===== src/rtl/multicycle_ctrl_pkg.sv =====
// Shared encodings for the multi-cycle sequencer: opcodes, state numbering,
// PC source selection and the instruction class list.
package multicycle_ctrl_pkg;

  localparam int STATE_W     = 3;
  localparam int PCSRC_W     = 2;
  localparam int WAIT_W      = 8;
  localparam int NUM_CLASSES = 7;

  localparam logic [6:0] OP_R   = 7'b0110011;
  localparam logic [6:0] OP_I   = 7'b0010011;
  localparam logic [6:0] OP_LW  = 7'b0000011;
  localparam logic [6:0] OP_SW  = 7'b0100011;
  localparam logic [6:0] OP_BR  = 7'b1100011;
  localparam logic [6:0] OP_JAL = 7'b1101111;

  localparam logic [PCSRC_W-1:0] PCSRC_P4  = 2'b00;
  localparam logic [PCSRC_W-1:0] PCSRC_BR  = 2'b01;
  localparam logic [PCSRC_W-1:0] PCSRC_JAL = 2'b10;

  typedef enum logic [STATE_W-1:0] {
    FETCH  = 3'd0,
    DECODE = 3'd1,
    EXEC   = 3'd2,
    MEM    = 3'd3,
    WB     = 3'd4,
    FAULT  = 3'd7
  } ctrlState_e;

  // Enum order doubles as the bit index of the one-hot class vector.
  typedef enum logic [2:0] {
    CLS_R   = 3'd0,
    CLS_I   = 3'd1,
    CLS_LW  = 3'd2,
    CLS_SW  = 3'd3,
    CLS_BR  = 3'd4,
    CLS_JAL = 3'd5,
    CLS_ILL = 3'd6
  } instClass_e;

  function automatic instClass_e classFromOneHot(input logic [NUM_CLASSES-1:0] oneHot);
    instClass_e cls;
    cls = CLS_ILL;
    for (int i = 0; i < NUM_CLASSES; i++) begin
      if (oneHot[i]) begin
        cls = instClass_e'(i[2:0]);
      end
    end
    return cls;
  endfunction

endpackage


===== src/rtl/multicycle_ctrl_if.sv =====
// Controller <-> datapath bundle: instruction/memory status in, step strobes,
// state and counters out. The controller sits on the master side.
interface multicycle_ctrl_if #(
  parameter int CNT_W = 32
);
  import multicycle_ctrl_pkg::*;

  logic [6:0]         opCode;
  logic               zero;
  logic               imem_ready;
  logic               dmem_ready;
  logic               irWrite;
  logic               pcWrite;
  logic [PCSRC_W-1:0] pcSrc;
  logic               RegWrite;
  logic               ALUSrc;
  logic               MemRead;
  logic               MemWrite;
  logic               Mem2Reg;
  logic               link;
  logic [STATE_W-1:0] state;
  logic               fault;
  logic [CNT_W-1:0]   cycleCount;
  logic [CNT_W-1:0]   instret;

  modport master (
    input  opCode, zero, imem_ready, dmem_ready,
    output irWrite, pcWrite, pcSrc, RegWrite, ALUSrc, MemRead, MemWrite,
           Mem2Reg, link, state, fault, cycleCount, instret
  );

  modport slave (
    output opCode, zero, imem_ready, dmem_ready,
    input  irWrite, pcWrite, pcSrc, RegWrite, ALUSrc, MemRead, MemWrite,
           Mem2Reg, link, state, fault, cycleCount, instret
  );

endinterface


===== src/rtl/multicycle_ctrl_op_classify.sv =====
// Combinational opcode classifier: exactly one bit of classOneHot is set,
// with anything unrecognised landing in the illegal class.
module multicycle_ctrl_op_classify
  import multicycle_ctrl_pkg::*;
(
  input  logic [6:0]             opCode,
  output logic [NUM_CLASSES-1:0] classOneHot
);

  always_comb begin
    classOneHot = '0;
    case (opCode)
      OP_R:    classOneHot[CLS_R]   = 1'b1;
      OP_I:    classOneHot[CLS_I]   = 1'b1;
      OP_LW:   classOneHot[CLS_LW]  = 1'b1;
      OP_SW:   classOneHot[CLS_SW]  = 1'b1;
      OP_BR:   classOneHot[CLS_BR]  = 1'b1;
      OP_JAL:  classOneHot[CLS_JAL] = 1'b1;
      default: classOneHot[CLS_ILL] = 1'b1;
    endcase
  end

endmodule


===== src/rtl/multicycle_ctrl.sv =====
// Multi-cycle FETCH/DECODE/EXEC/MEM/WB sequencer with memory-ready timeouts,
// a sticky fault state and free-running cycle / retired-instruction counters.
module multicycle_ctrl
  import multicycle_ctrl_pkg::*;
#(
  parameter int MEM_TIMEOUT = 15,
  parameter int CNT_W       = 32
)(
  input logic            clk,
  input logic            INT,
  multicycle_ctrl_if.master bus
);

  // The MEM_TIMEOUT-th consecutive not-ready cycle is the one that faults.
  localparam logic [WAIT_W-1:0] WAIT_LAST = WAIT_W'(MEM_TIMEOUT - 1);

  ctrlState_e              stateQ, nextState;
  instClass_e              classQ, decodedClass;
  logic [WAIT_W-1:0]       waitCnt, waitNext;
  logic [CNT_W-1:0]        cycleCount, instret;
  logic [NUM_CLASSES-1:0]  classOneHot;

  logic               irWriteC, pcWriteC, regWriteC, aluSrcC;
  logic               memReadC, memWriteC, mem2RegC, linkC;
  logic [PCSRC_W-1:0] pcSrcC;

  multicycle_ctrl_op_classify classifier (
    .opCode      (bus.opCode),
    .classOneHot (classOneHot)
  );

  assign decodedClass = classFromOneHot(classOneHot);

  always_ff @(posedge clk or posedge INT) begin
    if (INT) begin
      stateQ  <= FETCH;
      waitCnt <= '0;
      classQ  <= CLS_R;
    end else begin
      stateQ  <= nextState;
      waitCnt <= waitNext;
      if (stateQ == DECODE) begin
        classQ <= decodedClass;
      end
    end
  end

  // instret follows the ungated pcWrite; INT already holds the counters here.
  always_ff @(posedge clk or posedge INT) begin
    if (INT) begin
      cycleCount <= '0;
      instret    <= '0;
    end else begin
      cycleCount <= cycleCount + 1'b1;
      if (pcWriteC) begin
        instret <= instret + 1'b1;
      end
    end
  end

  always_comb begin
    nextState = stateQ;
    waitNext  = waitCnt;
    irWriteC  = 1'b0;
    pcWriteC  = 1'b0;
    pcSrcC    = PCSRC_P4;
    regWriteC = 1'b0;
    aluSrcC   = 1'b0;
    memReadC  = 1'b0;
    memWriteC = 1'b0;
    mem2RegC  = 1'b0;
    linkC     = 1'b0;

    case (stateQ)
      FETCH: begin
        irWriteC = bus.imem_ready;
        if (bus.imem_ready) begin
          nextState = DECODE;
          waitNext  = '0;
        end else if (waitCnt == WAIT_LAST) begin
          nextState = FAULT;
          waitNext  = '0;
        end else begin
          waitNext = waitCnt + 1'b1;
        end
      end

      DECODE: begin
        if (decodedClass == CLS_ILL) begin
          nextState = FAULT;
        end else if (decodedClass == CLS_JAL) begin
          nextState = WB;
        end else begin
          nextState = EXEC;
        end
      end

      EXEC: begin
        aluSrcC = (classQ == CLS_I) || (classQ == CLS_LW) || (classQ == CLS_SW);
        case (classQ)
          CLS_R, CLS_I:   nextState = WB;
          CLS_LW, CLS_SW: nextState = MEM;
          CLS_BR: begin
            pcWriteC  = 1'b1;
            pcSrcC    = bus.zero ? PCSRC_BR : PCSRC_P4;
            nextState = FETCH;
          end
          default:        nextState = FAULT;
        endcase
      end

      // The access strobe stays up through the cycle dmem_ready arrives.
      MEM: begin
        memReadC  = (classQ == CLS_LW);
        memWriteC = (classQ == CLS_SW);
        if ((classQ != CLS_LW) && (classQ != CLS_SW)) begin
          nextState = FAULT;
        end else if (bus.dmem_ready) begin
          waitNext = '0;
          if (classQ == CLS_LW) begin
            nextState = WB;
          end else begin
            pcWriteC  = 1'b1;
            nextState = FETCH;
          end
        end else if (waitCnt == WAIT_LAST) begin
          nextState = FAULT;
          waitNext  = '0;
        end else begin
          waitNext = waitCnt + 1'b1;
        end
      end

      WB: begin
        regWriteC = 1'b1;
        pcWriteC  = 1'b1;
        mem2RegC  = (classQ == CLS_LW);
        if (classQ == CLS_JAL) begin
          linkC  = 1'b1;
          pcSrcC = PCSRC_JAL;
        end
        nextState = FETCH;
      end

      FAULT: nextState = FAULT;

      default: nextState = FAULT;
    endcase
  end

  // Strobes are squashed combinationally so nothing leaks while INT is high.
  assign bus.irWrite    = irWriteC  & ~INT;
  assign bus.pcWrite    = pcWriteC  & ~INT;
  assign bus.pcSrc      = INT ? PCSRC_P4 : pcSrcC;
  assign bus.RegWrite   = regWriteC & ~INT;
  assign bus.ALUSrc     = aluSrcC   & ~INT;
  assign bus.MemRead    = memReadC  & ~INT;
  assign bus.MemWrite   = memWriteC & ~INT;
  assign bus.Mem2Reg    = mem2RegC  & ~INT;
  assign bus.link       = linkC     & ~INT;
  assign bus.state      = stateQ;
  assign bus.fault      = (stateQ == FAULT);
  assign bus.cycleCount = cycleCount;
  assign bus.instret    = instret;

endmodule

===== src/flat_wrapper.sv =====
// flat-port wrapper written by rule: the top's interface ports become plain ports
module multicycle_ctrl_flat import multicycle_ctrl_pkg::*;
#(
  parameter int MEM_TIMEOUT = 15,
  parameter int CNT_W       = 32
)
  (clk, INT, bus_opCode, bus_zero, bus_imem_ready, bus_dmem_ready, bus_irWrite, bus_pcWrite, bus_pcSrc, bus_RegWrite, bus_ALUSrc, bus_MemRead, bus_MemWrite, bus_Mem2Reg, bus_link, bus_state, bus_fault, bus_cycleCount, bus_instret);
  multicycle_ctrl_if #(.CNT_W(CNT_W)) bus_i ();
  input logic clk;
  input logic INT;
  input wire logic [$bits(bus_i.opCode)-1:0] bus_opCode;
  input wire logic [$bits(bus_i.zero)-1:0] bus_zero;
  input wire logic [$bits(bus_i.imem_ready)-1:0] bus_imem_ready;
  input wire logic [$bits(bus_i.dmem_ready)-1:0] bus_dmem_ready;
  output wire logic [$bits(bus_i.irWrite)-1:0] bus_irWrite;
  output wire logic [$bits(bus_i.pcWrite)-1:0] bus_pcWrite;
  output wire logic [$bits(bus_i.pcSrc)-1:0] bus_pcSrc;
  output wire logic [$bits(bus_i.RegWrite)-1:0] bus_RegWrite;
  output wire logic [$bits(bus_i.ALUSrc)-1:0] bus_ALUSrc;
  output wire logic [$bits(bus_i.MemRead)-1:0] bus_MemRead;
  output wire logic [$bits(bus_i.MemWrite)-1:0] bus_MemWrite;
  output wire logic [$bits(bus_i.Mem2Reg)-1:0] bus_Mem2Reg;
  output wire logic [$bits(bus_i.link)-1:0] bus_link;
  output wire logic [$bits(bus_i.state)-1:0] bus_state;
  output wire logic [$bits(bus_i.fault)-1:0] bus_fault;
  output wire logic [$bits(bus_i.cycleCount)-1:0] bus_cycleCount;
  output wire logic [$bits(bus_i.instret)-1:0] bus_instret;
  assign bus_i.opCode = bus_opCode;
  assign bus_i.zero = bus_zero;
  assign bus_i.imem_ready = bus_imem_ready;
  assign bus_i.dmem_ready = bus_dmem_ready;
  assign bus_irWrite = bus_i.irWrite;
  assign bus_pcWrite = bus_i.pcWrite;
  assign bus_pcSrc = bus_i.pcSrc;
  assign bus_RegWrite = bus_i.RegWrite;
  assign bus_ALUSrc = bus_i.ALUSrc;
  assign bus_MemRead = bus_i.MemRead;
  assign bus_MemWrite = bus_i.MemWrite;
  assign bus_Mem2Reg = bus_i.Mem2Reg;
  assign bus_link = bus_i.link;
  assign bus_state = bus_i.state;
  assign bus_fault = bus_i.fault;
  assign bus_cycleCount = bus_i.cycleCount;
  assign bus_instret = bus_i.instret;
  multicycle_ctrl #(.MEM_TIMEOUT(MEM_TIMEOUT), .CNT_W(CNT_W)) u_core (.clk(clk), .INT(INT), .bus(bus_i));
endmodule

===== config.mk =====
export PLATFORM = sky130hd
export DESIGN_NAME = multicycle_ctrl_flat
export DESIGN_NICKNAME = d
export VERILOG_FILES = /design/src/rtl/multicycle_ctrl_pkg.sv /design/src/rtl/multicycle_ctrl_if.sv /design/src/rtl/multicycle_ctrl_op_classify.sv /design/src/rtl/multicycle_ctrl.sv /design/src/flat_wrapper.sv
export SDC_FILE = /design/constraint.sdc
export NUM_CORES = 1
export LEC_CHECK = 0
export ABC_AREA = 1
export BUFFER_PORTS_ARGS = -buffer_cell sky130_fd_sc_hd__buf_2
export CAP_MARGIN = 40
export CELL_PAD_IN_SITES_DETAIL_PLACEMENT = 2
export CELL_PAD_IN_SITES_GLOBAL_PLACEMENT = 2
export CORE_MARGIN = 3
export CORE_UTILIZATION = 31
export DETAILED_ROUTE_END_ITERATION = 6
export GPL_ROUTABILITY_DRIVEN = 0
export PLACE_DENSITY_LB_ADDON = 0.1
export SYNTH_ARGS = -nofsm -noshare
export SYNTH_HDL_FRONTEND = slang
export SYNTH_SLANG_ARGS = --single-unit

===== constraint.sdc =====
create_clock -name clk -period 4.3 [get_ports clk]
set_input_delay 0.86 -clock clk [delete_from_list [all_inputs] [get_ports clk]]
set_output_delay 0.86 -clock clk [all_outputs]
set_load 0.05 [all_outputs]

; ---- Yosys cells after proc, flatten, opt, wreduce, memory -nomap -nowiden
; Cells that the tools add are included.
[op_classes]
eq_ne = 22
n_shift = 0
order_cmp = 0
multipliers = 0
reduce_logical = 10
bitwise_logic = 9
n_addsub = 3
mux = 45
div_mod_pow = 0
[op_table]
columns = cell, n
row1 = adder 32 x 1 -> 32 bit (second input constant), 2
row2 = 2-to-1 mux 3 bit, 14
row3 = 2-to-1 mux 8 bit, 4
row4 = 2-to-1 mux 1 bit, 19
row5 = equality test 3 bit (second input constant), 6
row6 = one-hot mux 8 bit (2 select lines), 1
row7 = one-hot mux 3 bit (5 select lines), 1
row8 = equality test 7 x 6 -> 1 bit (second input constant), 2
row9 = equality test 7 bit (second input constant), 2
row10 = equality test 3 x 2 -> 1 bit (second input constant), 4
row11 = one-hot mux 3 bit (3 select lines), 1
row12 = adder 8 x 1 -> 8 bit (second input constant), 1
row13 = AND 1 bit, 8
row14 = equality test 8 x 4 -> 1 bit (second input constant), 1
row15 = equality test 7 x 2 -> 1 bit (second input constant), 1
row16 = equality test 7 x 5 -> 1 bit (second input constant), 1
row17 = equality test 3 x 1 -> 1 bit (second input constant), 2
row18 = logical NOT 3 bit, 2
row19 = 2-to-1 mux 2 bit, 3
row20 = != test 3 x 2 -> 1 bit (second input constant), 2
row21 = OR reduction 6 bit, 1
row22 = one-hot mux 2 bit (2 select lines), 1
row23 = OR reduction 2 bit, 2
row24 = one-hot mux 1 bit (3 select lines), 1
row25 = other kinds (6), 7
[word_totals]
ramBits = 0
out_inout_bits = 78
latchBits = 0
romBits = 0
word_cells = 94
memories = 0
regBits = 78

; ---- Depth between registers and ports, before layout
[depth]
depth_word = 13
depth_mapped = 10
mapped_depth_nobuf = 10

; ---- Modules after synthesis
; Synthesis repeated with hierarchy kept, for this count alone.
[hier_totals]
hier_cells = 719
hier_area_um2 = 4839.6
[modules_own_cells]
columns = module, cells_each, seq_area_each_um2, area_each_um2, n_inst
row1 = multicycle_ctrl, 698, 1951.9, 4750.8, 1
row2 = multicycle_ctrl_op_classify, 21, 0.0, 88.8, 1

; ---- Worst setup path after synthesis
; No wires, ideal clock.
[synth_path]
path_kind = input to output
startpoint = in INT
endpoint = out bus_pcSrc[0]
arrival_ns = 3.974
path_slack_ns = -0.534
required_ns = 3.440
stages = 4
path_cell_list = clkbuf_1 > inv_1 > nand3_1 > nor3_1
[synth_via]
elab_chain_cells = 1
[synth_rtl]
columns = item, line
row1 = "start, declared", flat_wrapper.sv:10  ; input logic INT;
row2 = 2-to-1 mux 2 bit, multicycle_ctrl.sv:154  ; assign bus.pcSrc = INT ? PCSRC_P4 : pcSrcC;
row3 = "end, declared", flat_wrapper.sv:17  ; output wire logic [$bits(bus_i.pcSrc)-1:0] bus_pcSrc;
; No other way between the ends.

; ---- Final worst setup path
[layout_path]
startpoint = reg u_core.stateQ[0], in the netlist u_core.bus.state[0]
endpoint = out bus_pcWrite
[layout_via]
elab_chain_cells = 3
word_cells_on_any_way = 5
cone_classes = eq/ne: 3 / mux: 1 / bitwise: 1
[layout_rtl]
columns = item, line
row1 = "start, declared", multicycle_ctrl.sv:17  ; ctrlState_e stateQ, nextState;
row2 = "start signal, assigned", multicycle_ctrl.sv:40  ; stateQ <= nextState;
row3 = equality test 3 bit / equality test 3 x 2 -> 1 bit (equally long branches), multicycle_ctrl.sv:74  ; case (stateQ)
row4 = one-hot mux 1 bit (3 select lines) (*), multicycle_ctrl.sv:74
row5 = AND 1 bit (*), multicycle_ctrl.sv:153  ; assign bus.pcWrite = pcWriteC & ~INT;
row6 = "end, declared", flat_wrapper.sv:16  ; output wire logic [$bits(bus_i.pcWrite)-1:0] bus_pcWrite;
; Every way passes the cells marked *; elsewhere a longest branch is shown, timed or not.

==> results.sh <==
export IMPL_period_share=0.7429
export IMPL_ff2ff_path_depth=8
export IMPL_smallest_hold_slack_ns=0.4926
export IMPL_grt_antenna_before_repair=0
export IMPL_global_route_usage_met3=0.03292
export IMPL_vias_per_cell=4.830
export IMPL_synth_seq_area_share=0.4011
export IMPL_critPathLaunchType="flop"
export IMPL_clock_tree_from_tritoncts="yes"
export IMPL_mostFrequentLayoutCell="sky130_fd_sc_hd__nand2_1"
export IMPL_clock_sinks=78
export IMPL_remaining_drc_errors=0
export IMPL_ff2ff_setup_slack_ns=2.39
export IMPL_setup_worst_path_end="bus_pcWrite"
export IMPL_most_frequent_cells_in_the_layout="sky130_fd_sc_hd__nand2_1 (278), sky130_fd_sc_hd__nor2_1 (107), sky130_fd_sc_hd__buf_2 (89)"
export IMPL_detail_route_wl_per_cell_um=16.68
export IMPL_minimum_clock_period_ns=3.194
export IMPL_slew_violations=0
export IMPL_critical_path_max_fanout=43
export IMPL_floorplan_die_area_um2=17240
export IMPL_initial_core_util=0.3189
export IMPL_clkSlewWorstSetupHoldPaths_ns=0.06
export IMPL_ys_ff_latch=78
export IMPL_vias=4898
export IMPL_fillers=1857
export IMPL_max_freq_mhz=313.0
export IMPL_tightest_pin_transition_ns=0.5323
export IMPL_vdd_ir_drop_max_mv=0.1745
export IMPL_port_buffer_count=89
export IMPL_totalNegativeSetupSlack_ns=0
export IMPL_power_total_w=0.002031
export IMPL_critPathLaunch="u_core.bus.state[0]$_DFF_PP0_"
export IMPL_critPathArrivalTime_ns=2.33
export IMPL_h_tree_depth=3
export IMPL_number_of_distinct_standard_cells_referenced_by_the_synthesized_netlist=31
export IMPL_p_leak_nw=2.821
export IMPL_critPathRequiredTime_ns=3.44
export IMPL_hold_viol=0
export IMPL_synth_cell_area_um2=4866
export IMPL_ios=90
export IMPL_drtIter0Drc=194
export IMPL_synth_yosys_warnings=0
export IMPL_final_nets=814
export IMPL_cts_setup_buffers=0
export IMPL_fin_skew_ns=0.008514
export IMPL_timing_worst_setup_path_type="flop to output pin"
export IMPL_num_rows=45
export IMPL_die_extent_in_x_um=131.3
export IMPL_slew_headroom=0.6448
export IMPL_timing_critical_path_to_type="output pin"
export IMPL_die_height_um=131.3
export IMPL_critical_path_reg2reg_startpoint="u_core.bus.state[0]$_DFF_PP0_"
export IMPL_cts_hold_buf=0
export IMPL_routed_wirelength_um=16910
export IMPL_area_growth_synth_to_final_pct=20.19
export IMPL_track_usage=0.2032
export IMPL_min_path_type="flop to flop"
export IMPL_busiest_layer="met2"
export IMPL_finalSetupViolations=0
export IMPL_insertedDiodeCount=0
export IMPL_cts_resizes=0
export IMPL_maxCapViolations=0
export IMPL_place_hpwl_um=13210
export IMPL_final_core_util=0.3833
export IMPL_global_route_usage_met2=0.3782
export IMPL_fp_coreArea_um2=15260
export IMPL_power_per_cell_area_nw_per_um2=347.3
export IMPL_timing_rr_end="u_core.bus.instret[2]$_DFFE_PP0P_"
export IMPL_postSynthCellCount=703
export IMPL_synth_area_per_cell_um2=6.922
export IMPL_ctsRootBufferMaster="sky130_fd_sc_hd__clkbuf_16"
export IMPL_first_global_vias=5521
export IMPL_drtPass1Iterations=4
export IMPL_cell_area_after_layout_um2=5848
export IMPL_grt_pass1_wl_um=28550
export IMPL_worst_skew_pair_late_latency_ns=0.34
export IMPL_grt_start_max_net_pins=63
export IMPL_clock_path_buffers=2
export IMPL_grtUsageMet1=0.2406
export IMPL_result_of_the_run="finished clean"
export IMPL_postPlaceCellArea_um2=5547
export IMPL_drive_gt1_frac=0.1806
export IMPL_overflow=0
export IMPL_grt_setup_unrepaired="no"
export IMPL_synthesis_nets=719
export IMPL_antenna_violating_nets_post_route=0
export IMPL_total_cts_buffers=9
## cell families (layout without fill, tap and decap cells)
family | after synthesis | in the layout | share of synthesized area
fa+ha+maj | 4 | 4 | 0.01029
simple gates | 494 | 494 | 0.4402
flops | 78 | 78 | 0.4011
xor+xnor | 33 | 33 | 0.06094
buf+inv | 74 | 174 | 0.06608
compound gates | 20 | 20 | 0.02134
## routing by layer
metal	up-vias	share of wire
li1	2377	-
met1	2445	0.43
met2	63	0.53
met3	13	0.027
met4	0	0.012
met5	-	0
## stage by stage
step                worst slack (ns)  instances
CTS                            1.062       1014
detailed placement             1.283        998
global route                  0.9043       1014
global placement               1.323        997
finish                         1.106       1014
floorplan                     0.2562        703
## registers in the layout, summed over array words and instances (netlist names)
register and count:
u_core.bus.cycleCount 32, u_core.classQ 3, u_core.bus.state 3, u_core.bus.instret 32
u_core.waitCnt 8
## synth_stat cells (all sizes together)
library cell  number  share of area
nand2            286           0.23
nor2             119           0.10
dfrtp             78           0.40
inv               66          0.051
nand3             46          0.055
xor2              23          0.043
nor3              18          0.022
o21ai             15          0.016
nand3b            14          0.022
xnor2             10          0.018
nand4              7         0.0090
buf                6          0.013
a21oi              5         0.0051
ha                 4          0.010
nor3b              2         0.0031
and3               1         0.0013
clkbuf             1        0.00077
clkinv             1        0.00077
nor4               1         0.0013
## how the worst min path moves through the flow
| stage | endpoint | from | depth (start not counted) | slack, ns |
|---|---|---|---|---|
| 2_1_floorplan | u_core.waitCnt[7]$_DFFE_PP0P_ | u_core.waitCnt[7]$_DFFE_PP0P_ | 2 | 0.51 |
| 3_3_place_gp | u_core.bus.cycleCount[31]$_DFF_PP0_ | u_core.bus.cycleCount[31]$_DFF_PP0_ | 2 | 0.47 |
| 3_5_place_dp | u_core.bus.cycleCount[31]$_DFF_PP0_ | u_core.bus.cycleCount[31]$_DFF_PP0_ | 2 | 0.49 |
| 4_1_cts | u_core.bus.cycleCount[0]$_DFF_PP0_ | u_core.bus.cycleCount[0]$_DFF_PP0_ | 1 | 0.50 |
| 5_1_grt | u_core.bus.cycleCount[31]$_DFF_PP0_ | u_core.bus.cycleCount[31]$_DFF_PP0_ | 2 | 0.54 |
| 6_report | u_core.bus.cycleCount[0]$_DFF_PP0_ | u_core.bus.cycleCount[0]$_DFF_PP0_ | 1 | 0.49 |
## worst max-delay path: stages (launching register included)
cell,delay [ns]
sky130_fd_sc_hd__dfrtp_1,0.42
sky130_fd_sc_hd__inv_1,0.14
sky130_fd_sc_hd__nand2_1,0.10
sky130_fd_sc_hd__nor2_1,0.20
sky130_fd_sc_hd__nor2_2,0.09
sky130_fd_sc_hd__nand2_4,0.40
sky130_fd_sc_hd__inv_4,0.22
sky130_fd_sc_hd__nor2_1,0.13
sky130_fd_sc_hd__buf_2,0.27
## where the power goes
group	internal, W	switching, W	leakage [nW]
registers	0.000789	0.0000849	1.01
logic	0.000108	0.000255	1.67
clock network	0.000466	0.000327	0.142
## final cells by class
| type | instances | area [µm²] | area share |
|---|---|---|---|
| Sequential cell | 78 | 1952 | 0.3338 |
| Tap cell | 211 | 264.0 | 0.04514 |
| Multi-Input combinational cell | 551 | 2592 | 0.4433 |
| Timing Repair Buffer | 91 | 480.5 | 0.08216 |
| Inverter | 67 | 257.7 | 0.04407 |
| Clock inverter | 5 | 58.81 | 0.01006 |
| Clock buffer | 11 | 242.7 | 0.04151 |
Note: power is estimated with default switching activity, not from simulation.
